[config.mk]
export PLATFORM = sky130hd
export DESIGN_NAME = apu_serial_loader
export DESIGN_NICKNAME = d
export VERILOG_FILES = /design/src/rtl/apu_pkg.sv /design/src/rtl/uart_rx.sv /design/src/rtl/apu_serial_loader.sv
export SDC_FILE = /design/constraint.sdc
export NUM_CORES = 1
export LEC_CHECK = 0
export BUFFER_PORTS_ARGS = -buffer_cell sky130_fd_sc_hd__buf_2
export CAP_MARGIN = 20
export CORE_ASPECT_RATIO = 1.25
export CORE_MARGIN = 10
export CORE_UTILIZATION = 53
export CTS_CLUSTER_DIAMETER = 60
export DETAILED_ROUTE_END_ITERATION = 10
export PLACE_DENSITY = 0.76
export SLEW_MARGIN = 20
export SYNTH_ARGS = -nofsm -noshare
export SYNTH_HDL_FRONTEND = slang
export SYNTH_SLANG_ARGS = --single-unit
[constraint.sdc]
create_clock -name clk -period 3.88 [get_ports clk]
set_input_delay 0.388 -clock clk [delete_from_list [all_inputs] [get_ports clk]]
set_output_delay 0.388 -clock clk [all_outputs]
set_load 0.005 [all_outputs]
[src/rtl/apu_pkg.sv]
// Shared constants and state encodings for the APU pulse-channel serial loader.
package apu_pkg;

  localparam logic [7:0] HDR_MASK = 8'hFC;
  localparam logic [7:0] HDR_VAL  = 8'h80;

  localparam logic [1:0] ADDR_4000 = 2'd0;
  localparam logic [1:0] ADDR_4001 = 2'd1;
  localparam logic [1:0] ADDR_4002 = 2'd2;
  localparam logic [1:0] ADDR_4003 = 2'd3;

  // RX_BREAK holds off after a framing error until the line returns high.
  typedef enum logic [2:0] {
    RX_IDLE,
    RX_START,
    RX_DATA,
    RX_STOP,
    RX_BREAK
  } rx_state_e;

  typedef enum logic {
    PS_WAIT_HDR,
    PS_WAIT_DATA
  } ps_state_e;

  function automatic logic is_header(input logic [7:0] b);
    return (b & HDR_MASK) == HDR_VAL;
  endfunction

endpackage

[src/rtl/uart_rx.sv]
// 8N1 UART receiver oversampled by clk: 2-flop synchronizer, mid-bit sampling,
// one-clk byte_valid / frame_err strobes.
module uart_rx
  import apu_pkg::*;
#(
  parameter int DIVISOR = 16
) (
  input  logic       clk,
  input  logic       rst_n,
  input  logic       sdi,
  output logic [7:0] byte_data,
  output logic       byte_valid,
  output logic       frame_err
);

  localparam int CNT_W = (DIVISOR > 1) ? $clog2(DIVISOR) : 1;
  localparam logic [CNT_W-1:0] CNT_MID  = CNT_W'(DIVISOR / 2 - 1);
  localparam logic [CNT_W-1:0] CNT_LAST = CNT_W'(DIVISOR - 1);

  generate
    if (DIVISOR < 4) begin : g_bad_divisor
      $error("uart_rx: DIVISOR must be at least 4");
    end
  endgenerate

  logic            sync1_q, sync2_q;
  logic            sdi_s;
  rx_state_e       state_q;
  logic [CNT_W-1:0] cnt_q;
  logic [2:0]      bit_q;
  logic [7:0]      shift_q;
  logic            byte_valid_q;
  logic            frame_err_q;

  // Synchronizer presets to the idle-high line level so reset never looks like a start bit.
  always_ff @(posedge clk or negedge rst_n) begin
    if (!rst_n) begin
      sync1_q <= 1'b1;
      sync2_q <= 1'b1;
    end else begin
      sync1_q <= sdi;
      sync2_q <= sync1_q;
    end
  end

  assign sdi_s = sync2_q;

  always_ff @(posedge clk or negedge rst_n) begin
    if (!rst_n) begin
      state_q      <= RX_IDLE;
      cnt_q        <= '0;
      bit_q        <= '0;
      shift_q      <= '0;
      byte_valid_q <= 1'b0;
      frame_err_q  <= 1'b0;
    end else begin
      byte_valid_q <= 1'b0;
      frame_err_q  <= 1'b0;
      case (state_q)
        RX_IDLE: begin
          if (!sdi_s) begin
            state_q <= RX_START;
            cnt_q   <= '0;
          end
        end
        RX_START: begin
          if (cnt_q == CNT_MID) begin
            cnt_q <= '0;
            if (sdi_s) begin
              state_q <= RX_IDLE;
            end else begin
              state_q <= RX_DATA;
              bit_q   <= '0;
            end
          end else begin
            cnt_q <= cnt_q + CNT_W'(1);
          end
        end
        RX_DATA: begin
          if (cnt_q == CNT_LAST) begin
            cnt_q   <= '0;
            shift_q <= {sdi_s, shift_q[7:1]};
            if (bit_q == 3'd7) begin
              state_q <= RX_STOP;
            end else begin
              bit_q <= bit_q + 3'd1;
            end
          end else begin
            cnt_q <= cnt_q + CNT_W'(1);
          end
        end
        RX_STOP: begin
          // Leaving at mid-stop lets a back-to-back start bit be caught.
          if (cnt_q == CNT_LAST) begin
            cnt_q <= '0;
            if (sdi_s) begin
              byte_valid_q <= 1'b1;
              state_q      <= RX_IDLE;
            end else begin
              frame_err_q <= 1'b1;
              state_q     <= RX_BREAK;
            end
          end else begin
            cnt_q <= cnt_q + CNT_W'(1);
          end
        end
        RX_BREAK: begin
          if (sdi_s) begin
            state_q <= RX_IDLE;
          end
        end
        default: state_q <= RX_IDLE;
      endcase
    end
  end

  assign byte_data  = shift_q;
  assign byte_valid = byte_valid_q;
  assign frame_err  = frame_err_q;

endmodule

[src/rtl/apu_serial_loader.sv]
// Serial loader for the APU pulse-channel registers: a header byte 1000_00aa
// selects reg_40{aa}, the following byte is written to it.
module apu_serial_loader
  import apu_pkg::*;
#(
  parameter int CLKRATE  = 4800,
  parameter int BAUDRATE = 300,
  parameter int DIVISOR  = CLKRATE / BAUDRATE
) (
  input  logic       clk,
  input  logic       rst_n,
  input  logic       sdi,
  output logic [7:0] reg_4000,
  output logic [7:0] reg_4001,
  output logic [7:0] reg_4002,
  output logic [7:0] reg_4003,
  output logic       reg_change,
  output logic       frame_err
);

  logic [7:0] rx_byte;
  logic       rx_valid;
  logic       rx_frame_err;

  uart_rx #(
    .DIVISOR(DIVISOR)
  ) u_uart_rx (
    .clk       (clk),
    .rst_n     (rst_n),
    .sdi       (sdi),
    .byte_data (rx_byte),
    .byte_valid(rx_valid),
    .frame_err (rx_frame_err)
  );

  ps_state_e  ps_q;
  logic [1:0] addr_q;
  logic [7:0] regs_q [4];
  logic       reg_change_q;

  // A framing error discards any half-received packet so the next byte is a header candidate.
  always_ff @(posedge clk or negedge rst_n) begin
    if (!rst_n) begin
      ps_q         <= PS_WAIT_HDR;
      addr_q       <= '0;
      regs_q       <= '{default: 8'h00};
      reg_change_q <= 1'b0;
    end else begin
      reg_change_q <= 1'b0;
      if (rx_frame_err) begin
        ps_q <= PS_WAIT_HDR;
      end else if (rx_valid) begin
        case (ps_q)
          PS_WAIT_HDR: begin
            if (is_header(rx_byte)) begin
              addr_q <= rx_byte[1:0];
              ps_q   <= PS_WAIT_DATA;
            end
          end
          PS_WAIT_DATA: begin
            regs_q[addr_q] <= rx_byte;
            reg_change_q   <= 1'b1;
            ps_q           <= PS_WAIT_HDR;
          end
          default: ps_q <= PS_WAIT_HDR;
        endcase
      end
    end
  end

  assign reg_4000   = regs_q[ADDR_4000];
  assign reg_4001   = regs_q[ADDR_4001];
  assign reg_4002   = regs_q[ADDR_4002];
  assign reg_4003   = regs_q[ADDR_4003];
  assign reg_change = reg_change_q;
  assign frame_err  = rx_frame_err;

endmodule
---- After elaboration in Yosys (flattened, before gate mapping) ----
Cells that the tools add are included.
word-level totals
  flip-flop bits (word level) ............. 58
  bits of input ports ..................... 3
  output and inout port bits .............. 34
  logic and storage cells ................. 84
operators by class
  add/subtract/negate cells ............... 2
  magnitude comparators ................... 2
  equal/unequal tests ..................... 16
  mux-type cells .......................... 34
  bitwise gates (word level) .............. 3
  reduce and logical (&&, ||, !) cells .... 12
operator list
  cell                   number
  $mux W3                11
  $bwmux W32             1
  $demux W8 S2           1
  $pmux W3 S5            1
  $mux W1                12
  $mux W4                3
  $pmux W4 S3            1
  $ne A2 B1 Y1 const B   5
  $mux W8                1
  $eq A3 B2 Y1 const B   2
  $eq A3 B3 Y1 const B   2
  $eq A6 B6 Y1 const B   1
  $ne A2 B2 Y1 const B   3
  $pmux W3 S2            1
  $reduce_and A6 Y1      1
  $reduce_and A5 Y1      1
  $add A4 B1 Y4 const B  1
  $eq A4 B3 Y1 const B   1
  $eq A4 B4 Y1 const B   1
  $reduce_and A2 Y1      2
  $reduce_and A4 Y1      1
  $reduce_bool A2 Y1     2
  $add A3 B1 Y3 const B  1
  $eq A3 B1 Y1 const B   1
  11 further kinds       12

---- Longest topological paths before layout ----
Gate-level depths: netlist (run 1).
  depth in word-level cells ............... 6
  gate-level depth with buffers ........... 5
  depth with buffers taken out ............ 5

---- Modules after synthesis ----
A second synthesis (run 1) with hierarchy kept.
unflattened totals
  cell total of the unflattened synthesis .. 159
  area total of the unflattened synthesis .. 2,413.6 um^2
modules (own cells, without submodules)
  module             times used  cells an instance  area each (um^2)  seq. area each (um^2)
  apu_serial_loader  1           82                 1,396.3           900.9
  uart_rx            1           77                 1,017.2           553.0

---- Worst setup path after synthesis (run 1) ----
OpenSTA, ideal clock, no wires.
  kind .................................... register to register
  start ................................... reg u_uart_rx.bit_q[0]
  end ..................................... reg u_uart_rx.bit_q[0]
  setup time .............................. 0.125 ns
  data arrival time ....................... 1.428 ns
  data required time ...................... 3.755 ns
  setup slack ............................. 2.327 ns
  stages on the path, launching flop included .. 6
  path buffers ............................ 0
  period minus slack after synthesis ...... 1.553 ns
  path through ............................ dfrtp_1 -> ha_1 -> ha_1 -> nor4b_1 -> o211ai_1 -> mux2_2
between the ends
  longest elaborated chain between the ends .. 4
  elaborated cells on any way between the ends .. 7
  classes of those cells .................. 1 x add/sub; 2 x eq/ne; 3 x mux; 1 x reduce/logical
ends and longest elaborated chain
  element                 RTL line       text
  start, declared         uart_rx.sv:30  logic [2:0] bit_q;
  start signal, assigned  uart_rx.sv:86  bit_q <= bit_q + 3'd1;
  $add A3 B1 Y3           uart_rx.sv:86
  $mux W3                 uart_rx.sv:83  if (bit_q == 3'd7) begin
  $mux W3                 uart_rx.sv:80  if (cnt_q == CNT_LAST) begin
  $pmux W3 S2             uart_rx.sv:59  case (state_q)
Parallel ways exist; a longest one is shown, timed or not. The select of a mux whose other input is x is not followed.
A chain may end at the register's enable or synchronous reset.

---- Final worst setup path (run 1) ----
  start ................................... reg u_uart_rx.state_q[2]
  end ..................................... reg u_uart_rx.shift_q[5] (netlist: u_uart_rx.byte_data[5])
between the ends
  longest elaborated chain between the ends .. 2
ends and longest elaborated chain
  element                             RTL line       text
  start, declared                     uart_rx.sv:28  rx_state_e state_q;
  start signal, assigned              uart_rx.sv:50  state_q <= RX_IDLE;
  start signal, assigned              uart_rx.sv:62  state_q <= RX_START;
  start signal, assigned              uart_rx.sv:70  state_q <= RX_IDLE;
  $eq A3 B2 Y1                        uart_rx.sv:59
  $reduce_and A2 Y1 (no source line)  -
  end signal, assigned                uart_rx.sv:82  shift_q <= {sdi_s, shift_q[7:1]};
  end, declared                       uart_rx.sv:31  logic [7:0] shift_q;
No other way between the ends.

==> metrics.cfg, run 1 <==
[synth]
ys_ff_latch=58
synthTopCellsByArea=dfrtp_1 59%, mux2_2 20%, dfstp_2 2.2%, ha_1 1.6%, nor2_1 1.4%
synth_top_area_cell=dfrtp_1
synth.avg_cell_area_um2=14.3
synth-warning-count=0
synth_cell_types=35
synth-seq-area-share=0.611
synth_top_area_share=0.589
synth.net_count=172
synth_area_um2=2380
netlist_instances=166

[cts]
path_clk_slew_ns=0.06
hold_buffers=0
post-cts-setup-buffers=0
h-tree-depth=3
clock_insertion_delay_worst_skew_ns=0.32
cts_tree=built
root_buffer=clkbuf_8
clk_path_buf_depth=2
cts_buffers=9
cts_sinks=58
cts_resized=0

[global_routing]
grt_max_degree=32
grt_pass1_wl_um=7820
grt_pass1_vias=1606
antenna_found_initial=0
grt_use_total=0.133
grt.overflow.total=0

[cells_and_area]
final_cell_mix=56 x dfrtp_1, 42 x mux2_2, 36 x buf_2
drive_above_1_share=0.474
final_area_um2=2800
n_antenna_cell=0
layout_commonest_cell=dfrtp_1
fin_cells=269
area_delta_synth_final_pct=17.7
fin_nets=212

[floorplan]
rows=27
start_util=0.542
coreArea_um2=4390
num_io_pins=37
die_x_um=79.9
die-area_um2=7590
die_h_um=94.9

[sta]
timing.fmax_mhz=541
slew_headroom=0.539
fin_crit_sh=0.476
layout_setup_ws_ns=2.03
tightest_slew_ns=0.686
rsz0062_at_grt=no
period_needed_ns=1.85
finalSetupTns_ns=0
setup_violations=0
fin_skew_ns=0.00624
finalMaxSlewViolations=0
hold_viol=0

[drt]
antenna_left=0
via_count=1461
drc=0
first_pass_iters=5
first_iter_violations=96
viasPerCell=5.43
wl_per_cell_um=17.1
totalWireLength_um=4610

[outcome]
status=finished, final reports clean

[setup_path]
cp.arrival_ns=2.06
crit_path_end=u_uart_rx.byte_data[5]
r2r_slack_ns=2.03
worst_setup_path_end_kind=flop
crit_fanout=12
startpoint=u_uart_rx.state_q[2]
worst_r2r_endpoint=u_uart_rx.byte_data[5]
worst_ep_required_time_ns=4.09
r2r_cells=3
path_class=flop to flop
reg2reg_from=u_uart_rx.state_q[2]
worstSetupStartpointType=flop

[pwr]
pwr_density_cell_nw_per_um2=514
p_total_uw=1440
p_leak_uw=0.00149
ir_drop_uv=289

[hold_path]
hold_class=input port to asynchronous set/reset pin

[job]
maxCapViolCount=0

[place]
place.gp.congestion=0.874
hpwl_um=3460
place_inst=253
port_buffers=36
dpl_cell_area_um2=2600
place_ws_ns=2.07

==> metal layers <==
metal,share of wire,wire [µm],up-vias,track usage
met3,0.053,243,8,0.0466
met2,0.56,2570,31,0.239
met5,0,0,-,0
met4,0.015,70,0,0.0559
met1,0.37,1720,738,0.135
li1,-,-,684,-
==> cells by family after synthesis <==
group                      after synthesis  synth area share
muxes                                   45             0.212
AOI/OAI and AO/OA                       13            0.0421
and+or+nand+nor                         35            0.0925
adders and majority gates                3            0.0158
xor gates and xnor gates                 1           0.00368
buffers and inverters                   11            0.0231
DFF                                     58             0.611
==> sequential cells by signal, indices dropped and copies added, names as in the netlist <==
signal                flops
u_uart_rx.sync1_q         1
reg_4002                  8
u_uart_rx.byte_valid      1
addr_q                    2
reg_4003                  8
ps_q                      1
u_uart_rx.cnt_q           4
u_uart_rx.byte_data       8
u_uart_rx.frame_err       1
reg_4001                  8
u_uart_rx.sdi_s           1
reg_change                1
u_uart_rx.state_q         3
u_uart_rx.bit_q           3
reg_4000                  8
==> power breakdown <==
part	switching, µW	internal [µW]	leakage, µW
clock	224	328	0.000105
sequential	69.2	650	0.000789
combinational	83.5	84.8	0.000596
total	376	1060	0.00149
==> worst min path at each step <==
stage / start / cells past startpoint / end
final: rst_n / 1 / reg_4003[2]
after global routing: rst_n / 1 / addr_q[0]
after CTS: rst_n / 1 / reg_4001[5]
after detailed placement: u_uart_rx.sync1_q / 0 / u_uart_rx.sdi_s
after global placement: u_uart_rx.sync1_q / 0 / u_uart_rx.sdi_s
after floorplan: rst_n / 0 / addr_q[0]
==> per-stage QoR <==
step	utilization	hold slack, ns
3_5_place_dp	0.591	0.348
4_1_cts	0.638	0.0792
5_1_grt	0.638	0.103
3_3_place_gp	0.591	0.349
6_report	0.638	0.0705
2_1_floorplan	-	0.0924
==> cell usage after synthesis <==
master and n:
buf_2 5, xnor2_1 1, nor4b_1 2, nor3b_4 1
dfrtp_1 56, o32ai_1 1, a31oi_1 1, clkbuf_1 1
mux2_2 42, and3b_1 2, inv_1 3, nand3_1 4
nand2b_1 2, ha_1 3, dfstp_2 2, nand2_1 1
buf_4 2, nor3_1 4, a32o_1 2, nor2_1 9
or3_1 2, and2_1 2, a221oi_1 1, mux2_1 1
and4_1 1, a21oi_1 3, nand3b_1 2, and4bb_2 1
a21o_1 1, a22o_1 1, nand4_1 1, mux2i_1 2
o2bb2ai_1 2, nand2b_2 1, o211ai_1 1
==> cell type report <==
| cell class | count | area, µm² |
|---|---|---|
| Tap cell | 58 | 72.6 |
| Fill cell | 351 | 1590 |
| Sequential cell | 58 | 1450 |
| Timing Repair Buffer | 37 | 188 |
| Inverter | 3 | 11.3 |
| Clock buffer | 11 | 151 |
| Clock inverter | 5 | 52.6 |
| Multi-Input combinational cell | 97 | 871 |
==> worst max-delay path, stage by stage, from the launching register on <==
cell      delay, ns
dfrtp_1        0.49
nand2b_2       0.25
nor3_1         0.58
mux2_2         0.41
Note: power is estimated with default switching activity, not from simulation.
==> inputs of run 2 (changes only) <==
clock period = 1.85 ns   (was 3.88 ns; I/O delays follow)
==> metrics.cfg, run 2 (synthesis results as in run 1) <==
[outcome]
status=finished, final reports clean

[sta]
timing.fmax_mhz=592  ; +9.4%
finalMaxSlewViolations=0  ; unchanged
fin_skew_ns=0.00677  ; +0.000530 ns
slew_headroom=0.597  ; +0.0583
timing.hold.ws_ns=0.357  ; +0.287 ns
tightest_slew_ns=0.604  ; -0.0822 ns
hold_viol=0  ; unchanged
rsz0062_at_grt=no
setup_violations=0  ; unchanged
finalSetupTns_ns=0  ; unchanged
period_needed_ns=1.69  ; -0.159 ns
fin_crit_sh=0.913  ; +0.437

[cts]
root_buffer=clkbuf_8
clock_insertion_delay_worst_skew_ns=0.34  ; +0.02 ns
cts_buffers=9  ; unchanged
path_clk_slew_ns=0.06  ; about the same
cts_sinks=58  ; unchanged
clk_path_buf_depth=2  ; unchanged
h-tree-depth=3  ; unchanged
post-cts-setup-buffers=0  ; unchanged
cts_tree=built

[pwr]
ir_drop_uv=815  ; +180%
power_frac_clock=0.384  ; about the same
pwr_density_cell_nw_per_um2=1070  ; +110%
p_switching_uw=823  ; +120%
p_leak_uw=0.00151  ; +1.6%
pwr-share-comb=0.123  ; +0.006
switching_share=0.269  ; +0.00750
p_int_uw=2240  ; +110%
seqPwrFrac=0.493  ; -0.007

[floorplan]
die_x_um=79.9  ; unchanged
num_io_pins=37  ; unchanged
die_h_um=94.9  ; unchanged
coreArea_um2=4390  ; unchanged
start_util=0.542  ; unchanged
rows=27  ; unchanged
die-area_um2=7590  ; unchanged

[global_routing]
grt_use_total=0.133  ; +0.000538
grt_max_degree=35  ; +9.4%
grt_pass1_wl_um=7670  ; -1.9%
antenna_found_initial=0  ; unchanged
grt.overflow.total=0  ; unchanged
grt_pass1_vias=1573  ; -2.1%

[setup_path]
path_class=flop to flop
cp_cell_sequence=ha_1 > ha_1 > nor4b_1 > o211ai_1 > mux2_2
critPathMostFrequentCell=ha_1
crit_fanout=3  ; -9
reg2reg_from=u_uart_rx.bit_q[0]
cpMaxStageDelayCell=dfrtp_1
worst_ep_required_time_ns=2.07  ; -2.02 ns
worstSetupStartpointType=flop
r2r_cells=5  ; +2
slowest_delay_ns=0.39  ; -0.19 ns
r2r_slack_ns=0.16  ; -1.87 ns
cp.arrival_ns=1.91  ; -0.15 ns
worst_setup_path_end_kind=flop
worst_r2r_endpoint=u_uart_rx.bit_q[0]

[drt]
via_count=1510  ; +3.4%
totalWireLength_um=4790  ; +4.1%
viasPerCell=5.53  ; +1.8%
antenna_left=0  ; unchanged
drc=0  ; unchanged
first_iter_violations=97  ; +1.0%
first_pass_iters=4  ; -1
wl_per_cell_um=17.6  ; +2.5%

[cells_and_area]
fin_nets=216  ; +1.9%
final_area_um2=2850  ; +1.7%
area_delta_synth_final_pct=19.7
seq_area_um2=1450  ; unchanged
fill_cells=341  ; -2.8%
n_antenna_cell=0  ; unchanged
final_cell_mix=56 x dfrtp_1, 42 x mux2_2, 36 x buf_2
drive_above_1_share=0.474  ; +0.000485
layout_commonest_cell=dfrtp_1
multi_input_area_um2=871  ; unchanged

[place]
place.gp.congestion=0.818  ; -6.4%
dpl_cell_area_um2=2620  ; +1.1%
port_buffers=36  ; unchanged
hpwl_um=3520  ; +1.9%

[hold_path]
min_path_cells=0
min_to=u_uart_rx.sdi_s
hold_class=flop to flop
hold_start=u_uart_rx.sync1_q

[job]
maxCapViolCount=0  ; unchanged

[run 2: critical path, delay by kind of cell, from the launching register on]
| family | cells | cell delay (ns) |
|---|---|---|
| fa+ha+maj | 2 | 0.43 |
| flops | 1 | 0.39 |
| mux | 1 | 0.31 |
| simple gates | 1 | 0.26 |
| compound gates | 1 | 0.18 |
[run 2: worst max path at each step]
| stage | startpoint | to | slack, ns | cells after the start |
|---|---|---|---|---|
| final | u_uart_rx.bit_q[0] | u_uart_rx.bit_q[0] | 0.16 | 5 |
| after detailed placement | u_uart_rx.bit_q[0] | u_uart_rx.bit_q[0] | 0.20 | 5 |
| after global placement | u_uart_rx.bit_q[0] | u_uart_rx.bit_q[0] | 0.26 | 5 |
| after global routing | u_uart_rx.bit_q[0] | u_uart_rx.bit_q[0] | 0.04 | 5 |
| after floorplan | u_uart_rx.bit_q[0] | u_uart_rx.bit_q[0] | 0.30 | 5 |
| after CTS | u_uart_rx.bit_q[0] | u_uart_rx.bit_q[0] | 0.18 | 5 |
[run 2: per-layer routing]
metal,track usage,up-vias,part of all wire
met4,0.0632,0,0.019
met2,0.236,39,0.54
met3,0.0523,8,0.059
met5,0,-,0
li1,-,684,-
met1,0.133,779,0.38
[run 2: what timing repair did]
item / in CTS / in global routing
gates resized for setup: 0 / 0
hold buffers: 2 / 0
hold endpoints to repair: 23 / 0
[run 2: area by class of cell]
class	count	share of cell area
Tap cell	58	0.0255
Sequential cell	58	0.511
Clock buffer	11	0.0532
Timing Repair Buffer	41	0.0826
Inverter	3	0.00395
Multi-Input combinational cell	97	0.306
Clock inverter	5	0.0185
[run 2: through the flow]
stage | std cells | total power, µW | setup WS, ns | util
2_1_floorplan | 166 | 1800 | 0.297 | -
3_3_place_gp | 255 | 1850 | 0.263 | 0.597
3_5_place_dp | 255 | 1900 | 0.197 | 0.597
4_1_cts | 273 | 3080 | 0.180 | 0.648
5_1_grt | 273 | 3200 | 0.0440 | 0.648
6_report | 273 | 3060 | 0.161 | 0.648
[run 2: power by group through the flow]
stage / logic [µW] / registers (µW) / clock network [µW]
CTS: 376 / 1510 / 1200
global placement: 337 / 1510 / 0
finish: 375 / 1510 / 1170
detailed placement: 371 / 1530 / 0
floorplan: 361 / 1440 / 0
global route: 422 / 1520 / 1260
==> inputs of run 3 (changes only) <==
CELL_PAD_IN_SITES_DETAIL_PLACEMENT = 1   (was not set)
CELL_PAD_IN_SITES_GLOBAL_PLACEMENT = 1   (was not set)
CORE_UTILIZATION = 41   (was 53)
PLACE_DENSITY = 0.75   (was 0.76)
clock period = 1.45 ns   (was 1.85 ns; I/O delays follow)
==> metrics.cfg, run 3 (synthesis results as in run 1) <==
[setup_path]
worst_r2r_endpoint=u_uart_rx.bit_q[0]
path_class=flop to flop
worstSetupStartpointType=flop
worst_ep_required_time_ns=1.67  ; -0.40 ns
r2r_slack_ns=-0.12  ; -0.29 ns
crit_fanout=3  ; unchanged
r2r_cells=5  ; unchanged
cp.arrival_ns=1.80  ; -0.11 ns
reg2reg_from=u_uart_rx.bit_q[0]
worst_setup_path_end_kind=flop

[outcome]
violations=setup timing
status=complete, but fails checks

[global_routing]
grt_pass1_wl_um=9460  ; +23%
grt_use_total=0.134  ; +0.000624
grt_max_degree=59  ; +69%
grt_pass1_vias=1812  ; +15%
antenna_found_initial=0  ; unchanged
grt.overflow.total=0  ; unchanged

[place]
port_buffers=36  ; unchanged
place_inst=285  ; +12%
dpl_cell_area_um2=2890  ; +10%
place.gp.congestion=0.779  ; -4.8%
hpwl_um=4350  ; +24%

[cells_and_area]
area_delta_synth_final_pct=38.9
fin_nets=245  ; +13%
layout_commonest_cell=dfrtp_1
final_area_um2=3300  ; +16%
n_antenna_cell=0  ; unchanged
drive_above_1_share=0.605  ; +0.131
fin_cells=307  ; +12%
final_cell_mix=55 x dfrtp_1, 36 x buf_2, 26 x buf_4

[cts]
clk_path_buf_depth=2  ; unchanged
cts_tree=built
h-tree-depth=3  ; unchanged
path_clk_slew_ns=0.06  ; about the same
cts_buffers=9  ; unchanged
clock_insertion_delay_worst_skew_ns=0.34  ; about the same
cts_sinks=58  ; unchanged
root_buffer=clkbuf_8

[drt]
drc=0  ; unchanged
viasPerCell=5.46  ; -1.2%
first_iter_violations=50  ; -48%
first_pass_iters=4  ; unchanged
via_count=1677  ; +11%
totalWireLength_um=6220  ; +30%
wl_per_cell_um=20.3  ; +15%
antenna_left=0  ; unchanged

[sta]
finalSetupTns_ns=-0.596  ; -0.596 ns
slew_headroom=0.787  ; +0.190
fin_crit_sh=1.09  ; +0.173
period_needed_ns=1.57  ; -0.114 ns
tightest_slew_ns=0.318  ; -0.286 ns
setup_violations=24  ; +24
finalMaxSlewViolations=0  ; unchanged
rsz0062_at_grt=yes
hold_viol=0  ; unchanged
timing.fmax_mhz=635  ; +7.2%
fin_skew_ns=0.00466  ; -0.00211 ns
timing.hold.ws_ns=0.351  ; -0.00568 ns
layout_setup_ws_ns=-0.125  ; -0.286 ns

[floorplan]
start_util=0.431  ; -0.111
coreArea_um2=5520  ; +26%
die_x_um=88.1  ; +10%
die-area_um2=9270  ; +22%
num_io_pins=37  ; unchanged
die_h_um=105  ; +11%
rows=30  ; +11%

[pwr]
p_total_uw=4220  ; +38%
p_leak_uw=0.00173  ; +14%
pwr_density_cell_nw_per_um2=1280  ; +19%
ir_drop_uv=892  ; +9.4%

[hold_path]
hold_class=input port to asynchronous set/reset pin

[job]
maxCapViolCount=0  ; unchanged

-- run 3: cell count changes in the layout (fill, tap and decap cells not counted), sizes merged --
cell	delta
clkinv	-1
clkinvlp	-1
bufinv	-1
clkbuf	+2
buf	+29
-- run 3: worst max-delay path: stages (launching register included) --
cell and delay [ns]:
dfrtp_1 0.38, ha_2 0.20, ha_4 0.17, nor4b_4 0.22
o211ai_1 0.17, mux2_2 0.31
-- run 3: worst max path at each step --
stage,start,cells past startpoint,slack (ns),to
2_1_floorplan,u_uart_rx.frame_err,4,-0.08,reg_4000[0]
5_1_grt,u_uart_rx.bit_q[0],5,-0.15,u_uart_rx.bit_q[0]
3_5_place_dp,u_uart_rx.bit_q[0],5,-0.14,u_uart_rx.bit_q[0]
4_1_cts,u_uart_rx.bit_q[1],5,-0.09,u_uart_rx.bit_q[0]
6_report,u_uart_rx.bit_q[0],5,-0.12,u_uart_rx.bit_q[0]
3_3_place_gp,u_uart_rx.bit_q[0],5,-0.06,u_uart_rx.bit_q[0]
-- run 3: cell type report --
| type | count | area (µm²) |
|---|---|---|
| Tap cell | 64 | 80.1 |
| Sequential cell | 58 | 1460 |
| Timing Repair Buffer | 70 | 507 |
| Clock buffer | 13 | 179 |
| Clock inverter | 2 | 10.0 |
| Multi-Input combinational cell | 97 | 1060 |
| Inverter | 3 | 11.3 |
| Fill cell | 552 | 2210 |
-- run 3: power breakdown --
part / total (µW) / switching (µW) / internal (µW)
clock network: 1410 / 616 / 791
logic: 898 / 388 / 510
registers: 1920 / 174 / 1740
-- run 3: repair_timing --
action,CTS,global route
setup buffers,2,3
hold buffers,2,0
resized for setup,18,23
endpoints found under the setup margin,40,35
endpoints found under the hold margin,57,0
pin swaps,3,4
-- run 3: per-stage QoR --
stage                     utilization  worst slack, ns
after CTS                       0.578          -0.0915
final                           0.599           -0.125
after global placement          0.524          -0.0619
after detailed placement        0.524           -0.138
after floorplan                     -          -0.0753
after global routing            0.599           -0.153
-- run 3: metal layers --
metal | GRT usage | routed length [µm]
met1 | 0.134 | 2360
met2 | 0.238 | 3430
met3 | 0.0451 | 302
met5 | 0 | 0
met4 | 0.0607 | 126
